### src/rtl/exc_pkg.sv
// Shared constants for the WB-stage exception commit sequencer: cause bit
// positions, ecode/esubcode values and the sequencer state encoding.
package exc_pkg;

  localparam int EXC_ADEF = 0;
  localparam int EXC_ALE  = 1;
  localparam int EXC_SYS  = 2;
  localparam int EXC_BRK  = 3;
  localparam int EXC_INE  = 4;

  localparam logic [5:0] ECODE_INT  = 6'h00;
  localparam logic [5:0] ECODE_ADEF = 6'h08;
  localparam logic [5:0] ECODE_ALE  = 6'h09;
  localparam logic [5:0] ECODE_SYS  = 6'h0B;
  localparam logic [5:0] ECODE_BRK  = 6'h0C;
  localparam logic [5:0] ECODE_INE  = 6'h0D;

  localparam logic [8:0] ESUBCODE_NONE = 9'd0;

  typedef enum logic [1:0] {
    ST_IDLE  = 2'd0,
    ST_TRAP  = 2'd1,
    ST_ERTN  = 2'd2,
    ST_DRAIN = 2'd3
  } exc_state_e;

  // Cause flags beyond the architected five fold onto INE.
  function automatic logic [5:0] cause_ecode(input int idx);
    case (idx)
      EXC_ADEF: cause_ecode = ECODE_ADEF;
      EXC_ALE:  cause_ecode = ECODE_ALE;
      EXC_SYS:  cause_ecode = ECODE_SYS;
      EXC_BRK:  cause_ecode = ECODE_BRK;
      default:  cause_ecode = ECODE_INE;
    endcase
  endfunction

endpackage

### src/rtl/exc_prio_enc.sv
// Fixed-priority encoder over synchronous cause flags; bit 0 wins.
module exc_prio_enc
  import exc_pkg::*;
#(
  parameter int NUM_EXC = 5
) (
  input  logic [NUM_EXC-1:0] exc_vec,
  output logic               hit,
  output logic [5:0]         ecode
);

  // Scan from the lowest-priority bit upward so the highest-priority hit is written last.
  always_comb begin
    hit   = 1'b0;
    ecode = 6'h00;
    for (int i = NUM_EXC - 1; i >= 0; i--) begin
      if (exc_vec[i]) begin
        hit   = 1'b1;
        ecode = cause_ecode(i);
      end
    end
  end

endmodule

### src/rtl/exc_commit_ctrl.sv
// WB-stage trap/ertn commit sequencer driving the CSR port, flush and redirect.
// Optional bad-address capture is enabled by defining EXC_BADV_EN.
module exc_commit_ctrl
  import exc_pkg::*;
#(
  parameter int NUM_EXC      = 5,
  parameter int FLUSH_CYCLES = 2
) (
  input  logic               clk,
  input  logic               reset,
  input  logic               wb_valid,
  output logic               wb_ready,
  input  logic [31:0]        wb_pc,
  input  logic [NUM_EXC-1:0] wb_exc_vec,
  input  logic               wb_is_ertn,
  input  logic               wb_csr_we,
  input  logic [13:0]        wb_csr_num,
  input  logic [31:0]        wb_csr_wmask,
  input  logic [31:0]        wb_csr_wvalue,
  input  logic               has_int,
  input  logic [31:0]        ex_entry,
  input  logic [31:0]        ertn_pc,
  output logic               csr_we,
  output logic [13:0]        csr_num,
  output logic [31:0]        csr_wmask,
  output logic [31:0]        csr_wvalue,
  output logic               wb_ex,
  output logic [5:0]         wb_ecode,
  output logic [8:0]         wb_esubcode,
  output logic [31:0]        wb_epc,
  output logic               ertn_flush,
  output logic               flush_o,
  output logic               redirect_valid,
`ifdef EXC_BADV_EN
  input  logic [31:0]        wb_badv,
  output logic               csr_badv_we,
  output logic [31:0]        csr_badv,
`endif
  output logic [31:0]        redirect_pc
);

  localparam int CNT_W = (FLUSH_CYCLES > 1) ? $clog2(FLUSH_CYCLES) : 1;
  localparam logic [CNT_W-1:0] DRAIN_INIT = CNT_W'((FLUSH_CYCLES > 1) ? FLUSH_CYCLES - 2 : 0);

  exc_state_e       state_q, state_d;
  logic [CNT_W-1:0] cnt_q, cnt_d;
  logic             exc_hit;
  logic [5:0]       exc_ecode;
  logic             commit;

  exc_prio_enc #(.NUM_EXC(NUM_EXC)) u_prio (
    .exc_vec (wb_exc_vec),
    .hit     (exc_hit),
    .ecode   (exc_ecode)
  );

  assign commit = (state_q == ST_IDLE) && wb_valid && !reset;

  always_comb begin
    state_d        = state_q;
    cnt_d          = cnt_q;
    wb_ready       = 1'b0;
    csr_we         = 1'b0;
    csr_num        = '0;
    csr_wmask      = '0;
    csr_wvalue     = '0;
    wb_ex          = 1'b0;
    wb_ecode       = '0;
    wb_esubcode    = '0;
    wb_epc         = '0;
    ertn_flush     = 1'b0;
    flush_o        = 1'b0;
    redirect_valid = 1'b0;
    redirect_pc    = '0;
`ifdef EXC_BADV_EN
    csr_badv_we    = 1'b0;
    csr_badv       = '0;
`endif
    case (state_q)
      ST_IDLE: begin
        wb_ready = 1'b1;
        if (commit) begin
          if (has_int || exc_hit) begin
            // A pending cause outranks ertn and suppresses the CSR write.
            wb_ex       = 1'b1;
            wb_ecode    = has_int ? ECODE_INT : exc_ecode;
            wb_esubcode = ESUBCODE_NONE;
            wb_epc      = wb_pc;
            state_d     = ST_TRAP;
`ifdef EXC_BADV_EN
            if (!has_int && wb_exc_vec[EXC_ADEF]) begin
              csr_badv_we = 1'b1;
              csr_badv    = wb_pc;
            end else if (!has_int && wb_exc_vec[EXC_ALE]) begin
              csr_badv_we = 1'b1;
              csr_badv    = wb_badv;
            end
`endif
          end else if (wb_is_ertn) begin
            ertn_flush = 1'b1;
            state_d    = ST_ERTN;
          end else if (wb_csr_we) begin
            csr_we     = 1'b1;
            csr_num    = wb_csr_num;
            csr_wmask  = wb_csr_wmask;
            csr_wvalue = wb_csr_wvalue;
          end
        end
      end
      ST_TRAP, ST_ERTN: begin
        // ex_entry/ertn_pc are read here so the CSR update from the commit cycle is visible.
        flush_o        = 1'b1;
        redirect_valid = !reset;
        redirect_pc    = (state_q == ST_TRAP) ? ex_entry : ertn_pc;
        if (FLUSH_CYCLES > 1) begin
          state_d = ST_DRAIN;
          cnt_d   = DRAIN_INIT;
        end else begin
          state_d = ST_IDLE;
        end
      end
      ST_DRAIN: begin
        flush_o = 1'b1;
        if (cnt_q == '0) state_d = ST_IDLE;
        else             cnt_d   = cnt_q - 1'b1;
      end
      default: state_d = ST_IDLE;
    endcase
  end

  always_ff @(posedge clk) begin
    if (reset) begin
      state_q <= ST_IDLE;
      cnt_q   <= '0;
    end else begin
      state_q <= state_d;
      cnt_q   <= cnt_d;
    end
  end

endmodule

### config.mk
export PLATFORM = sky130hd
export DESIGN_NAME = exc_commit_ctrl
export DESIGN_NICKNAME = d
export VERILOG_FILES = /design/src/rtl/exc_pkg.sv /design/src/rtl/exc_prio_enc.sv /design/src/rtl/exc_commit_ctrl.sv
export SDC_FILE = /design/constraint.sdc
export NUM_CORES = 1
export LEC_CHECK = 0
export BUFFER_PORTS_ARGS = -buffer_cell sky130_fd_sc_hd__buf_2
export CAP_MARGIN = 20
export CORE_AREA = 2 2 134 136
export DETAILED_ROUTE_END_ITERATION = 7
export DIE_AREA = 0 0 136 138
export GPL_TIMING_DRIVEN = 0
export SLEW_MARGIN = 10
export SYNTH_ARGS = -nofsm -noshare
export SYNTH_HDL_FRONTEND = slang
export SYNTH_SLANG_ARGS = --single-unit
### constraint.sdc
create_clock -name clk -period 3.26 [get_ports clk]
set_input_delay 0.163 -clock clk [delete_from_list [all_inputs] [get_ports clk]]
set_output_delay 0.163 -clock clk [all_outputs]
set_load 0.05 [all_outputs]
==> results of run 1 <==
routing by layer:
layer | global-route usage, % | routed length (um) | up-vias
met5 | 0 | 13 | -
met3 | 1.76 | 936 | 4
met1 | 9.52 | 3500 | 1184
met2 | 18.3 | 4870 | 195
met4 | 1.81 | 65 | 2
li1 | - | - | 1445
placed cells by master, fill, tap and decap left out, types with 2 or more instances in the layout:
cell type,instances
and2_1,110
nor2_1,6
ha_1,3
clkbuf_16,3
dfxtp_1,2
a21oi_1,2
buf_4,12
inv_1,4
mux2i_1,33
buf_2,341
nor2_2,2
clkbuf_1,6
conb_1,11
nand2b_1,3
buf_6,2
clkbuf_2,5
nor2b_1,33
path summary, 6_finish.rpt:
kind / startpoint / endpoint / slack [ns] / depth (start not counted)
min: reset / state_q[0] / 0.19 / 2
min reg2reg: state_q[1] / state_q[1] / 0.50 / 2
max reg2reg: state_q[1] / state_q[1] / 1.67 / 5
max: state_q[1] / wb_epc[14] / 0.74 / 7
layout make-up:
| type | instances | area (sq um) | share of cell area [%] |
|---|---|---|---|
| Sequential cell | 2 | 40.0 | 1.07 |
| Antenna cell | 1 | 2.50 | 0.0666 |
| Timing Repair Buffer | 336 | 1680 | 44.8 |
| Inverter | 4 | 15.0 | 0.400 |
| Tap cell | 229 | 287 | 7.63 |
| Clock buffer | 3 | 75.1 | 2.00 |
| Buffer | 30 | 185 | 4.93 |
| Multi-Input combinational cell | 216 | 1470 | 39.1 |
metrics by stage:
| step | instance area, sq um | total power [W] | std cells |
|---|---|---|---|
| 4_1_cts | 3750 | 0.00252 | 820 |
| 6_report | 3750 | 0.00249 | 821 |
| 5_1_grt | 3750 | 0.00263 | 820 |
| 2_1_floorplan | 1710 | 0.00181 | 252 |
| 3_3_place_gp | 3680 | 0.00233 | 817 |
| 3_5_place_dp | 3680 | 0.00233 | 817 |
power by group through the flow:
stage / sequential [W] / combinational [W] / clock, W
4_1_cts: 0.0000431 / 0.00229 / 0.000185
3_5_place_dp: 0.0000434 / 0.00229 / 0
6_report: 0.0000431 / 0.00227 / 0.000181
5_1_grt: 0.0000453 / 0.00240 / 0.000190
2_1_floorplan: 0.0000426 / 0.00176 / 0
3_3_place_gp: 0.0000438 / 0.00229 / 0
cells by family after synthesis:
group                      Yosys count
AOI/OAI and AO/OA                    5
buffers and inverters               34
and+or+nand+nor                    164
DFF                                  2
other                                1
muxes                               33
adders and majority gates            3
==> impl_metrics.tcl, run 1 <==
set metrics [dict create \
    status "finished clean" \
    ir_worst_vdd_uv 497 \
    synth_compound_area_share_pct 2.17 \
    grt_pass1_vias 2631 \
    ctsHtreeMaxLevel 1 \
    path_class "reg2out" \
    async_flop_share_pct 0 \
    p_leak_nw 2.37 \
    grt_max_degree 11 \
    synth_top_family_by_area "simple AND/OR/NAND/NOR gates" \
    start_util_pct 9.53 \
    cts.path.max_buffers 2 \
    finalCriticalPeriod_ns 2.52 \
    final_layout_size_suffix_gt1_share_pct 61.9 \
    ys_warn_count 0 \
    yosys.area.top_type "and2_1" \
    yosysSeqAreaShare_pct 2.40 \
    clock_sinks 2 \
    grt_pass1_wl_mm 13.2 \
    synth_area_sq_um 1670 \
    num_rows 49 \
    die_area_sq_um 18800 \
    end_kind "output pin" \
    netlist_instances 242 \
    portBuffers 336 \
    wl_mm 9.39 \
    worstMarginPinSlew_ns 0.565 \
    tns_ns 0 \
    avgSynthCellArea_sq_um 6.91 \
    ant_nets 0 \
    core_area_sq_um 17500 \
    cp.required_ns 3.10 \
    synthMuxAreaShare_pct 19.8 \
    drc_errors 0 \
    cp-start-kind "flip-flop" \
    fp.dieH_um 138 \
    gp_congestion 0.827 \
    yosysUniqueCellTypes 29 \
    final_core_util_pct 21.4 \
    ios 348 \
    registers.top_by_ff_count "state_q" \
    post-place-ws_ns 0.874 \
    netlist_top_cells_area "and2_1 (41%), mux2i_1 (20%), nor2b_1 (12%)" \
    fin_nets 781 \
    fmax_ghz 0.397 \
    insertion_delay_ns 0.22 \
    drt_iter0_drc 62 \
    setup_slack_ns 0.740 \
    holdBufCountCts 0 \
    final.period_utilization_pct 77.3 \
    n_fill_cell 1975 \
    synth_common_cells "and2_1 (110), mux2i_1 (33), nor2b_1 (33)" \
    crit_family "buffers and inverters" \
    cts-root-buf "clkbuf_16" \
    timing.max_cap.violations 0 \
    cts_tree "yes" \
    synth.most_common_cell "and2_1" \
    synth_edf_count 0 \
    cts_made_buffers 3 \
    area_growth_pct 125 \
    hold_viol_final 0 \
    cp_max_fo 10 \
    synth_xor_area_share_pct 0 \
    drt_pass1_iterations 4 \
    crit_buf_inv 3 \
    largest_reg_flops 2 \
    synthSimpleGateAreaFrac_pct 61.2 \
    relSlewSlack_pct 62.4 \
    clkPwrFrac_pct 7.3 \
    cp_cell_sequence "inv_1 > ha_1 > nand3b_1 > a21oi_1 > clkbuf_1 > and2_1 > buf_2" \
    slowest_delay_ns 0.50 \
    p_comb_share_pct 91.0 \
    fin_hold_ws_ns 0.190 \
    cp_slowest_cell "a21oi_1" \
    rsz0062_at_grt "false" \
    hpwl_mm 8.60 \
    power.density_nw_per_um2 664 \
    dieWidth_um 136 \
    ys.flop_type "dfxtp_1" \
    vias_per_cell 3.45 \
    vias 2830 \
    seqPwrFrac_pct 1.7 \
    grt_use_total_pct 9.09 \
    clkTransAtPathRegs_ns 0.03 \
    overflow 0 \
    p_sw_share_pct 66.3 \
    p_int_w 0.000840 \
    wl_per_cell_um 11.4 \
    yosys.area_share.adder_pct 2.25 \
    finalSetupViolations 0 \
    cp.arrival_ns 2.36 \
    cts_resized 0 \
    maxSlewViolCount 0 \
    synth_top_area_share_pct 41.2 \
    finalClockSkew_ns 0.00155 \
    ys_ff_latch 2 \
    top_regs "state_q x2" \
    antenna_found_initial 2 \
    hold_class "in2reg" \
    cts_setup_buffers 0 \
    p_sw_w 0.00165 \
]
No activity file was read; power rests on OpenSTA's default activity.
==> run 2: changes to the inputs <==
ABC_AREA = 1   (was default)
clock period = 2.2 ns   (was 3.26 ns; I/O delays follow)
==> impl_metrics.tcl, run 2 <==
set metrics [dict create \
    status "finished clean" \
    dieWidth_um 136 \
    synth_common_cells "nor2_1 (162), inv_1 (122), o21ai_0 (33)" \
    hold_viol_final 0 \
    ctsHtreeMaxLevel 1 \
    placed_cells 977 \
    ys_warn_count 0 \
    cp_max_fo 10 \
    drc_errors 0 \
    yosys.area_share.adder_pct 1.98 \
    ys_ff_latch 2 \
    ys.flop_type "dfxtp_1" \
    seqPwrFrac_pct 1.8 \
    p_comb_share_pct 89.5 \
    yosys.area.top_type "nor2_1" \
    antenna_found_initial 0 \
    drt_iter0_drc 70 \
    drt_pass1_iterations 4 \
    cp.required_ns 2.09 \
    vias 3366 \
    cp.arrival_ns 1.95 \
    fin_nets 942 \
    final_cell_mix "buf_2 (320), inv_1 (120), nor2_1 (103)" \
    grt_max_degree 11 \
    holdBufCountCts 0 \
    gp_congestion 0.833 \
    n_antenna_cell 0 \
    maxSlewViolCount 0 \
    largest_reg_flops 2 \
    synth_edf_count 0 \
    portBuffers 336 \
    p_sw_w 0.00225 \
    synth_area_sq_um 1900 \
    yosysUniqueCellTypes 21 \
    synth_compound_area_share_pct 8.97 \
    grt_pass1_vias 2911 \
    grt_pass1_wl_mm 14.0 \
    tns_ns 0 \
    clkTransAtPathRegs_ns 0.03 \
    end_kind "output pin" \
    synth_top_family_by_area "simple AND/OR/NAND/NOR gates" \
    netlist_top_cells_area "nor2_1 (32%), inv_1 (24%), nor2_4 (14%)" \
    synthSimpleGateAreaFrac_pct 51.6 \
    synth_xor_area_share_pct 0 \
    grt_use_total_pct 9.21 \
    registers.top_by_ff_count "state_q" \
    synth_top_area_share_pct 32.1 \
    synthMuxAreaShare_pct 0 \
    top_regs "state_q x2" \
    overflow 0 \
    hold_class "in2reg" \
    finalCriticalPeriod_ns 2.06 \
    power.density_nw_per_um2 748 \
    clock_sinks 2 \
    synth.most_common_cell "nor2_1" \
    p_int_w 0.000944 \
    path_class "reg2out" \
    fin_cells 981 \
    p_leak_nw 2.93 \
    finalClockSkew_ns 0.000537 \
    area_growth_pct 125 \
    fp.dieH_um 138 \
    insertion_delay_ns 0.22 \
    ir_worst_vdd_uv 1050 \
    cts.path.max_buffers 2 \
    wl_mm 9.65 \
    yosysSeqAreaShare_pct 2.11 \
    hold_depth 4 \
    final.period_utilization_pct 93.8 \
    vias_per_cell 3.43 \
    core_area_sq_um 17500 \
    cts_made_buffers 3 \
    finalSetupViolations 0 \
    num_rows 49 \
    ios 348 \
    layout_commonest_cell "buf_2" \
    async_flop_share_pct 0 \
    reg2reg_setup_slack_ns 1.01 \
    hpwl_mm 8.67 \
    start_util_pct 10.8 \
    wl_per_cell_um 9.84 \
    clkPwrFrac_pct 8.7 \
    fmax_ghz 0.485 \
    p_total_w 0.00319 \
    avgSynthCellArea_sq_um 4.72 \
    netlist_instances 402 \
    ant_nets 0 \
    cp-start-kind "flip-flop" \
    die_area_sq_um 18800 \
    final_layout_size_suffix_gt1_share_pct 60.5 \
    cts-root-buf "clkbuf_16" \
    p_sw_share_pct 70.4 \
    timing.max_cap.violations 0 \
    r2r_cells 9 \
    cts_tree "yes" \
]
-- run 2: changes by cell type in the layout (fill, tap and decap cells not counted), sizes merged, moves of 3 or more --
| cell | change |
|---|---|
| nor2 | +177 |
| o21ai | +33 |
| nor2b | -33 |
| nand2 | +14 |
| nand2b | -3 |
| inv | +121 |
| mux2i | -33 |
| and2 | -110 |
-- run 2: cell families after synthesis --
| family | after synthesis |
|---|---|
| flip-flops | 2 |
| other | 1 |
| adder cells (fa/ha/maj) | 3 |
| buffers and inverters | 156 |
| AND/OR/NAND/NOR | 206 |
| AO/OA/AOI/OAI | 34 |
-- run 2: per-layer routing --
metal	part of all wire (%)	vias to the layer above	track usage (%)	wire, um
li1	-	1782	-	-
met5	0	-	0	0
met2	49	181	17.4	4730
met3	10	9	1.98	1010
met4	1.3	0	2.58	128
met1	39	1394	10.2	3780
-- run 2: final timing paths --
kind,startpoint,endpoint
max,state_q[0],csr_wmask[8]
min,reset,state_q[0]
min reg2reg,state_q[1],state_q[1]
max reg2reg,state_q[0],state_q[0]
-- run 2: area by class of cell --
class / instances / area [sq um]
buffer: 31 / 198
clock buffer: 3 / 75.1
fill: 2003 / 13300
inverter: 125 / 472
multi-input combinational: 254 / 1410
sequential: 2 / 40.0
tap: 229 / 287
timing repair buffer: 337 / 1780
-- run 2: per-stage QoR --
stage / utilization (%) / area, sq um / setup slack, ns / hold slack [ns]
final: 24.3 / 4270 / 0.136 / 0.172
after global routing: 24.3 / 4270 / -0.00414 / 0.198
after CTS: 24.0 / 4210 / 0.00318 / 0.169
after detailed placement: 23.3 / 4080 / 0.171 / 0.400
after global placement: 23.3 / 4080 / 0.195 / 0.399
after floorplan: - / 2110 / -0.0224 / 0.262
-- run 2: power by group through the flow --
stage | Sequential [W] | Combinational, W | Clock (W)
2_1_floorplan | 0.0000543 | 0.00213 | 0
3_3_place_gp | 0.0000548 | 0.00283 | 0
6_report | 0.0000571 | 0.00286 | 0.000279
4_1_cts | 0.0000547 | 0.00285 | 0.000283
5_1_grt | 0.0000582 | 0.00306 | 0.000288
3_5_place_dp | 0.0000552 | 0.00284 | 0
-- run 2: worst max-delay path, cell delays in order (launching register included) --
cell,delay [ns]
dfxtp_1,0.31
inv_2,0.09
ha_4,0.16
nand3_2,0.12
inv_2,0.09
nand3_1,0.10
nor2_4,0.16
inv_4,0.07
buf_6,0.16
buf_8,0.17
nor2_4,0.08
buf_4,0.20
-- run 2: what timing repair did --
item / 4_1_cts / 5_1_grt
setup buffers: 0 / 1
pin swaps: 0 / 1
gates resized for setup: 21 / 17
gates cloned: 0 / 0
endpoints found under the hold margin: 0 / 0
endpoints found under the setup margin: 20 / 83
==> run 3: changes to the inputs <==
SYNTH_HIERARCHICAL = 1   (was default)
==> impl_metrics.tcl, run 3 <==
set metrics [dict create \
    status "finished clean" \
    yosys.area_share.adder_pct 2.10 \
    ir_worst_vdd_uv 602 \
    cts_tree "yes" \
    reg2reg_from "state_q[1]" \
    grt_max_degree 11 \
    layout_commonest_cell "buf_2" \
    hold_class "in2reg" \
    insertion_delay_ns 0.22 \
    synthMuxAreaShare_pct 0 \
    relSlewSlack_pct 39.6 \
    cts-root-buf "clkbuf_16" \
    p_sw_share_pct 72.5 \
    final_core_util_pct 22.5 \
    placed_cells 992 \
    registers.top_by_ff_count "state_q" \
    core_area_sq_um 17500 \
    hp-start "reset" \
    whs_endpoint "state_q[0]" \
    hpwl_mm 9.26 \
    dieWidth_um 136 \
    cts_made_buffers 3 \
    fp.dieH_um 138 \
    ys.flop_type "dfxtp_1" \
    die_area_sq_um 18800 \
    antenna_found_initial 2 \
    hold_viol_final 0 \
    ant_nets 0 \
    gp_congestion 0.764 \
    cp-start-kind "flip-flop" \
    finalClockSkew_ns 0.00142 \
    fin_area_sq_um 3950 \
    synth.most_common_cell "nor2_1" \
    vias_per_cell 3.48 \
    p_total_w 0.00397 \
    ctsHtreeMaxLevel 1 \
    yosysUniqueCellTypes 17 \
    ys_warn_count 6 \
    tns_ns 0 \
    synth_top_area_share_pct 38.5 \
    final_cell_mix "buf_2 (342), nor2_1 (169), inv_1 (97)" \
    end_kind "output pin" \
    netlist_top_cells_area "nor2_1 (38%), inv_1 (20%), o21ai_0 (9.8%)" \
    crit_buf_inv 5 \
    rsz0062_at_grt "false" \
    holdBufCountCts 0 \
    async_flop_share_pct 0 \
    timing.max_cap.violations 0 \
    hold_depth 4 \
    cp_cell_sequence "inv_1 > ha_2 > nand3_4 > inv_2 > nand3_4 > buf_8 > buf_6 > nor2_2 > buf_2" \
    vias 3477 \
    yosys.area.top_type "nor2_1" \
    grt_pass1_wl_mm 15.2 \
    synth_edf_count 0 \
    portBuffers 336 \
    p_leak_nw 2.90 \
    crit_family "buffers and inverters" \
    netlist_instances 418 \
    fin_nets 958 \
    area_growth_pct 121 \
    cp_max_fo 10 \
    fmax_ghz 0.489 \
    seqPwrFrac_pct 1.6 \
    cp_slowest_cell "dfxtp_1" \
    synth_top_family_by_area "simple AND/OR/NAND/NOR gates" \
    reg2reg_setup_slack_ns 0.93 \
    cts.path.max_buffers 2 \
    slowest_delay_ns 0.29 \
    ios 348 \
    worstMarginPinSlew_ns 0.902 \
    cp.arrival_ns 1.93 \
    yosysSeqAreaShare_pct 2.24 \
    path_class "reg2out" \
    overflow 0 \
    p_int_w 0.00109 \
    grt_pass1_vias 3179 \
    largest_reg_flops 2 \
    clkPwrFrac_pct 7.0 \
    synth_xor_area_share_pct 0 \
    synth_common_cells "nor2_1 (183), inv_1 (97), nand2_1 (44)" \
    start_util_pct 10.2 \
    wl_mm 10.4 \
    cp.required_ns 2.09 \
    top_regs "state_q x2" \
    avgSynthCellArea_sq_um 4.27 \
    maxSlewViolCount 0 \
    clkTransAtPathRegs_ns 0.03 \
    grt_use_total_pct 10.1 \
    wl_per_cell_um 10.4 \
    num_rows 49 \
    r2r_cells 9 \
    drc_errors 0 \
    place_area_sq_um 3830 \
    critical_path.most_common_cell "nand3_4" \
    power.density_nw_per_um2 1010 \
    p_comb_share_pct 91.5 \
    timing.rr.end "state_q[0]" \
    synthSimpleGateAreaFrac_pct 53.0 \
    finalSetupViolations 0 \
    clock_sinks 2 \
    ys_ff_latch 2 \
    p_sw_w 0.00288 \
    drt_iter0_drc 152 \
    fin_cells 998 \
    final_layout_size_suffix_gt1_share_pct 51.4 \
    synth_compound_area_share_pct 10.1 \
    drt_pass1_iterations 4 \
    final.period_utilization_pct 92.9 \
    finalCriticalPeriod_ns 2.04 \
    synth_area_sq_um 1790 \
]
run 3: changes by cell type after synthesis, moves of 3 or more:
cell,before,now
clkbuf_1,8,11
nor2_1,162,183
nor2_2,0,11
nor2_4,23,0
inv_1,122,97
nand2_1,14,44
run 3: power by group through the flow:
stage / clock, W / sequential (W) / combinational (W)
global placement: 0 / 0.0000604 / 0.00362
global route: 0.000285 / 0.0000617 / 0.00390
floorplan: 0 / 0.0000599 / 0.00274
detailed placement: 0 / 0.0000605 / 0.00362
finish: 0.000277 / 0.0000618 / 0.00363
CTS: 0.000281 / 0.0000615 / 0.00365
run 3: per-layer routing:
metal	vias up	wire length, um	GRT usage (%)
li1	1849	-	-
met1	1444	4110	11.1
met2	175	5290	19.7
met3	7	905	1.65
met4	2	49	1.97
met5	-	13	0
run 3: layout make-up:
cell class                      count  area [sq um]
Fill cell                        2044         13600
Timing Repair Buffer              338          1700
Multi-Input combinational cell    291          1260
Inverter                           99           372
Tap cell                          229           287
Buffer                             35           208
Clock buffer                        3          75.1
Sequential cell                     2          40.0
Antenna cell                        1          2.50
run 3: stage by stage:
stage	setup WS, ns	hold WS [ns]
after floorplan	-0.129	0.262
after global placement	0.0311	0.452
after detailed placement	0.00847	0.457
after CTS	0.0425	0.242
after global routing	0.0115	0.283
final	0.156	0.220
run 3: logic make-up (layout without fill, tap and decap cells):
| group | after synthesis | after routing |
|---|---|---|
| compound gates | 36 | 36 |
| fa+ha+maj | 3 | 3 |
| buf+inv | 134 | 475 |
| flops | 2 | 2 |
| other cells | 2 | 12 |
| simple gates | 241 | 241 |
run 3: how the worst max path moves through the flow:
stage                     depth (start not counted)           end          start  slack [ns]
after global routing                              9  csr_wmask[8]     state_q[1]        0.01
after global placement                            9  csr_wmask[9]  wb_exc_vec[4]        0.03
after floorplan                                   7    csr_num[0]     state_q[0]       -0.13
after CTS                                         9  csr_wmask[9]     state_q[1]        0.04
after detailed placement                          9  csr_wmask[9]  wb_exc_vec[2]       0.008
final                                             9  csr_wmask[8]     state_q[1]        0.16
run 3: what timing repair did:
action                     CTS  global route
resized for setup            5             4
pin swaps                    0             1
setup endpoints to repair   74            13
buffers inserted             0             2
run 3: worst register-to-register path, delay by kind of cell, from the launching register on:
family | cells | cell delay (ns)
simple gates | 6 | 0.42
flops | 1 | 0.29
fa+ha+maj | 1 | 0.25
buf+inv | 2 | 0.20
